File: src/rtl/ram_arbiter.sv
`default_nettype none
// ram_arbiter: serialises I-cache refills and D-cache write-back + refill onto one RAM port.
// Build option RAM_ARB_FIXED_PRIO_EN: data port always wins IDLE conflicts (rev 1.0).
module ram_arbiter #(
    parameter int AW = 32,
    parameter int DW = 32
) (
    input  logic          clock,
    input  logic          reset,
    input  logic          instReadRAM,
    input  logic [AW-1:0] instAddress,
    output logic          instUsingRAM,
    output logic          instReady,
    input  logic          dataReadRAM,
    input  logic          dataWriteRAM,
    input  logic [AW-1:0] dataAddress,
    input  logic [DW-1:0] dataValueRAM,
    output logic          dataUsingRAM,
    output logic          dataReady,
    output logic [DW-1:0] outRAM,
    output logic          ramRead,
    output logic          ramWrite,
    output logic [AW-1:0] ramAddress,
    output logic [DW-1:0] ramWData,
    input  logic          ramReady,
    input  logic [DW-1:0] ramData
);

    localparam logic [2:0] S_IDLE   = 3'd0;
    localparam logic [2:0] S_I_READ = 3'd1;
    localparam logic [2:0] S_D_WB   = 3'd2;
    localparam logic [2:0] S_D_FILL = 3'd3;
    localparam logic [2:0] S_D_READ = 3'd4;

    logic [2:0]    state_q, state_d;
    logic [AW-1:0] addr_q, addr_d;
    logic [DW-1:0] wdata_q, wdata_d;
    logic          data_req;
    logic          data_wins;

    assign data_req = dataWriteRAM | dataReadRAM;

`ifdef RAM_ARB_FIXED_PRIO_EN
    assign data_wins = data_req;
`else
    localparam logic GRANT_INST = 1'b0;
    localparam logic GRANT_DATA = 1'b1;

    logic last_grant_q, last_grant_d;

    // Port not served last wins a conflict; reset value lets data win the first one.
    assign data_wins = data_req & (~instReadRAM | (last_grant_q == GRANT_INST));

    always_comb begin
        last_grant_d = last_grant_q;
        if (state_q == S_IDLE) begin
            if (data_wins) begin
                last_grant_d = GRANT_DATA;
            end else if (instReadRAM) begin
                last_grant_d = GRANT_INST;
            end
        end
    end

    always_ff @(posedge clock or negedge reset) begin
        if (!reset) begin
            last_grant_q <= GRANT_INST;
        end else begin
            last_grant_q <= last_grant_d;
        end
    end
`endif

    always_ff @(posedge clock or negedge reset) begin
        if (!reset) begin
            state_q <= S_IDLE;
            addr_q  <= '0;
            wdata_q <= '0;
        end else begin
            state_q <= state_d;
            addr_q  <= addr_d;
            wdata_q <= wdata_d;
        end
    end

    always_comb begin
        state_d = state_q;
        addr_d  = addr_q;
        wdata_d = wdata_q;
        case (state_q)
            S_IDLE: begin
                if (data_wins) begin
                    addr_d = dataAddress;
                    if (dataWriteRAM) begin
                        state_d = S_D_WB;
                        wdata_d = dataValueRAM;
                    end else begin
                        state_d = S_D_READ;
                    end
                end else if (instReadRAM) begin
                    state_d = S_I_READ;
                    addr_d  = instAddress;
                end
            end
            S_I_READ, S_D_READ, S_D_FILL: begin
                if (ramReady) begin
                    state_d = S_IDLE;
                end
            end
            S_D_WB: begin
                // Requester has already switched dataAddress to the refill line.
                if (ramReady) begin
                    state_d = S_D_FILL;
                    addr_d  = dataAddress;
                end
            end
            default: state_d = S_IDLE;
        endcase
    end

    always_comb begin
        instUsingRAM = (state_q == S_I_READ);
        dataUsingRAM = (state_q == S_D_WB) || (state_q == S_D_FILL) || (state_q == S_D_READ);
        ramRead      = (state_q == S_I_READ) || (state_q == S_D_FILL) || (state_q == S_D_READ);
        ramWrite     = (state_q == S_D_WB);
        instReady    = ramReady && (state_q == S_I_READ);
        dataReady    = ramReady && ((state_q == S_D_FILL) || (state_q == S_D_READ));
    end

    assign outRAM     = ramData;
    assign ramAddress = addr_q;
    assign ramWData   = wdata_q;

endmodule
`default_nettype wire

File: config.mk
export PLATFORM = sky130hd
export DESIGN_NAME = ram_arbiter
export DESIGN_NICKNAME = d
export VERILOG_FILES = /design/src/rtl/ram_arbiter.sv
export SDC_FILE = /design/constraint.sdc
export NUM_CORES = 1
export LEC_CHECK = 0
export CORE_ASPECT_RATIO = 1.1
export CORE_UTILIZATION = 38
export DETAILED_ROUTE_END_ITERATION = 10
export PLACE_DENSITY = 0.86
export SLEW_MARGIN = 20
export SYNTH_ARGS = -nofsm -noshare
export SYNTH_HDL_FRONTEND = slang
export SYNTH_SLANG_ARGS = --single-unit
File: constraint.sdc
create_clock -name clock -period 4.9 [get_ports clock]
set_clock_uncertainty 0.15 [all_clocks]
set_input_delay 0.735 -clock clock [delete_from_list [all_inputs] [get_ports clock]]
set_output_delay 0.735 -clock clock [all_outputs]
set_load 0.02 [all_outputs]
# Word level (Yosys, flattened, before mapping)
# Cells that the tools add are included.
totals:
  ff_bits: 68
  inputBits: 134
  out_inout_bits: 102
  word_cells: 43
classes:
  n_eq_ne: 7
  muxes: 12
  bitwise: 5
  reduce_logical: 15
op_table:
  columns: ["op", "count"]
  rows:
  - ["32-bit two-way mux", 3]
  - ["32-bit case mux with 2 select lines", 1]
  - ["3-bit two-way mux", 5]
  - ["3-bit case mux with 3 select lines", 1]
  - ["3-bit AND reduction", 3]
  - ["3-bit by 2-bit == test with 1-bit output, second input constant", 2]
  - ["1-bit logical OR", 5]
  - ["2-bit nonzero test", 2]
  - ["3-bit by 1-bit == test with 1-bit output, second input constant", 1]
  - ["3-bit == test, second input constant", 1]
  - ["3-bit logical NOT", 1]
  - ["3-bit inequality test, second input constant", 1]
  - ["3-bit OR reduction", 1]
  - ["1-bit logical AND", 2]
  - ["1-bit two-way mux", 2]
  - ["2-bit by 1-bit inequality test with 1-bit output, second input constant", 1]
  - ["2-bit inequality test, second input constant", 1]
  - ["1-bit inverter", 2]
  - ["1-bit OR", 2]
  - ["2-bit AND reduction", 1]
  - ["1-bit AND", 1]

# Longest topological paths before layout
depth:
  depth_word: 5
  mapped_depth: 7

# Worst setup path before layout
# OpenSTA, ideal clock, no wires.
synth_timing:
  path_type: "flip-flop to output port"
  startpoint: "reg state_q[2]"
  endpoint: "out ramWrite"
  arrival_time_ns: 1.428
  required_time_ns: 4.015
  path_slack_ns: 2.587
  path_stages_with_launch: 6
  path_buffers: 3
  cell_sequence: "dfrtp_1 > clkbuf_1 > or3b_1 > clkbuf_1 > inv_2 > clkbuf_1"
synth_via:
  elab_chain_len: 1
synth_rtl:
  columns: ["item", "line", "source"]
  rows:
  - ["start: declaration", "35", "logic [2:0] state_q, state_d;"]
  - ["start signal: assignment", "80", "state_q <= state_d;"]
  - ["3-bit by 2-bit == test with 1-bit output", "125", "ramWrite = (state_q == S_D_WB);"]
  - ["end: declaration", "22", "output logic ramWrite,"]
# Every way passes these cells.

# Worst setup path in the final report
layout_timing:
  startpoint: "reg state_q[1]"
  endpoint: "out ramWrite"
# Same word-level chain as after synthesis.

==> run summary <==
Fmax - 310 MHz
gpl congestion - 0.756
mean post-synth cell area - 10.4 um^2
Synth Warn # - 0
number of post-CTS setup repair buffers - 0
ANT nets after route - 0
#FFs+latches synth - 68
final cycle utilization of the critical path - 65.9%
Die Ht - 101 um
routed wire length - 9.66 mm
Worst Path Max Fanout - 33
core area - 8500 um^2
post-synthesis cell area - 3390 um^2
Rel. slew slack - 45.3%
Worst setup EP type - primary output
WP data required - 4.01 ns
Total Routing Usage GR - 21.7%
Fin Setup TNS - 0 ns
area leader, netlist - dfrtp_1
Syn Inst Count - 326
Worst Tran Pin Value - 0.819 ns
Reg clk slew, reported paths - 0.08 ns
Row Count - 35
CP max stage delay - 0.70 ns
Slowest-stage cell, CP - clkdlybuf4s50_1
Hold Path Class - primary input to async pin
vias post-DR - 3073
H-tree depth - 3
pin count of the biggest net entering global routing - 43
Crit Reg-Reg Startpoint - state_q[1]
unrepaired setup endpoints after global routing - false
final-report setup violation count - 0
P_sw - 1360 uW
post-synthesis net count - 460
worst setup path class - register to primary output
DR DRC count - 0
top cell type's share of synthesized area - 50.2%
Clock Latency Late Sink - 0.33 ns
IO Pins - 236
outcome - completed
nets@finish - 582
CP Launch Point - state_q[1]
initial antenna violation count - 0
Sequential Power Share - 30.5%
drt first-iter violations - 171
Max Root-Sink Buffers - 2
Internal Power - 2000 uW
Via density - 5.46
Post-CTS Hold Fix Bufs - 0
Net Sw Frac - 40.5%
CTS Buf Count - 9
Initial Utilization - 39.9%
critical path startpoint category - register
total gr overflow - 0
CTS tree - built
CP Buf/Inv Count - 2
Final Hold Fails - 0
Pre-antenna DRT Iters - 5
Yosys cell types - 32
DP HPWL - 7.10 mm
Leak - 0.00198 uW
pwr dens - 658 nW/um^2
Die ar. - 9300 um^2
Fill cells - 705
Seq/Total Area, Yosys - 50.2%
critical path arrival - 2.35 ns
Resized Gates After CTS - 0
Peak VDD IR - 0.262 mV
most frequent cells in the layout - clkdlybuf4s50_1 (170), dfrtp_1 (68), a31oi_1 (64)
most common cell after layout, fill and taps aside - clkdlybuf4s50_1
synthesis-to-layout area growth - 50.8%
root buf cell - clkbuf_8
Clk pwr share - 14.7%
max_cap viols - 0
clock net sink count - 68
number of global-route vias before repair - 3080
Slew Viols, Final - 0
port bufs - 171
top area cells in the synthesized netlist - dfrtp_1 (50%), a31oi_1 (12%), mux2_1 (11%), buf_4 (7.1%), o21ai_0 (5.0%)
number of antenna diodes - 0
Worst path top cell family by delay - buffers and inverters
Comb power frac - 54.8%
Chip Width - 92.0 um
first-pass GRT wire length - 15.5 mm
WL per Instance - 17.2 um
CP Cell Sequence - or3b_1 -> inv_2 -> clkdlybuf4s50_1
final hold slack - 0.246 ns
minimum clock period - 3.23 ns
layout cells sized above 1 - 6.19%
[flip-flops by register name (all words and copies together) (netlist names)]
register / cells
last_grant_q: 1
ramAddress: 32
ramWData: 32
state_q: 3
[power by group through the flow]
stage,sequential (uW),clock (uW),combinational (uW)
2_1_floorplan,1340,0,762
3_3_place_gp,1020,0,1810
3_5_place_dp,1040,0,1850
4_1_cts,1030,510,1850
5_1_grt,1070,533,1980
6_report,1030,494,1840
[layout make-up]
type,count,area [um^2],area share [%]
multi-input combinational,190,1300,25.4
clock inverter,6,90.1,1.76
sequential,68,1700,33.3
clock buffer,9,124,2.42
inverter,2,7.51,0.147
timing repair buffer,177,1750,34.3
tap,111,139,2.72
[layer usage]
metal | GRT usage, % | wire, um
met5 | 0 | 0
met2 | 36.3 | 4670
met4 | 9.62 | 174
met1 | 25.9 | 3840
met3 | 6.33 | 977
[worst register-to-register path, delay by kind of cell (launching register included)]
family / cells / cell delay (ns)
AOI/OAI and AO/OA: 1 / 0.21
and+or+nand+nor: 2 / 1.51
DFF: 1 / 0.48
[path summary, 6_finish.rpt]
kind                                   to  slack (ns)  cells past startpoint
max                              ramWrite        1.67                      3
max reg2reg                 ramAddress[3]        2.48                      3
min                        ramAddress[31]        0.25                      1
max in group asynchronous    ramWData[22]        3.41                      2
min in group clock           ramWData[28]        0.34                      1
min reg2reg                  ramWData[28]        0.34                      1
[kinds of logic (layout without fill, tap and decap cells)]
group	Yosys count	count (layout)	share of synthesized area, %
AOI/OAI and AO/OA	108	108	18.9
DFF	68	68	50.2
buffers and inverters	68	194	12.3
and+or+nand+nor	50	50	7.87
muxes	32	32	10.6
[per-stage QoR]
stage | power, uW | util, % | cells | area [um^2] | worst slack, ns
6_report | 3360 | 60.2 | 563 | 5110 | 1.67
5_1_grt | 3580 | 60.2 | 563 | 5110 | 1.53
4_1_cts | 3390 | 60.1 | 563 | 5110 | 1.66
3_5_place_dp | 2890 | 57.6 | 548 | 4900 | 1.61
3_3_place_gp | 2830 | 57.6 | 548 | 4900 | 1.69
2_1_floorplan | 2100 | - | 326 | 3390 | 2.59
[cell usage after synthesis, drive strengths merged]
| library cell | instances |
|---|---|
| dfrtp | 68 |
| a31oi | 64 |
| buf | 40 |
| o21ai | 35 |
| mux2 | 32 |
| nand3 | 32 |
| clkbuf | 26 |
| nand2b | 3 |
| nor2 | 3 |
| a21boi | 2 |
| a21oi | 2 |
| inv | 2 |
| nand2 | 2 |
| nor3 | 2 |
| or3 | 2 |
| a221oi | 1 |
| a2bb2oi | 1 |
| and2 | 1 |
| and3 | 1 |
| nor2b | 1 |
| o21a | 1 |
| o21bai | 1 |
| o2bb2ai | 1 |
| or2 | 1 |
| or3b | 1 |
| or4 | 1 |
No activity file was read; power rests on OpenSTA's default activity.
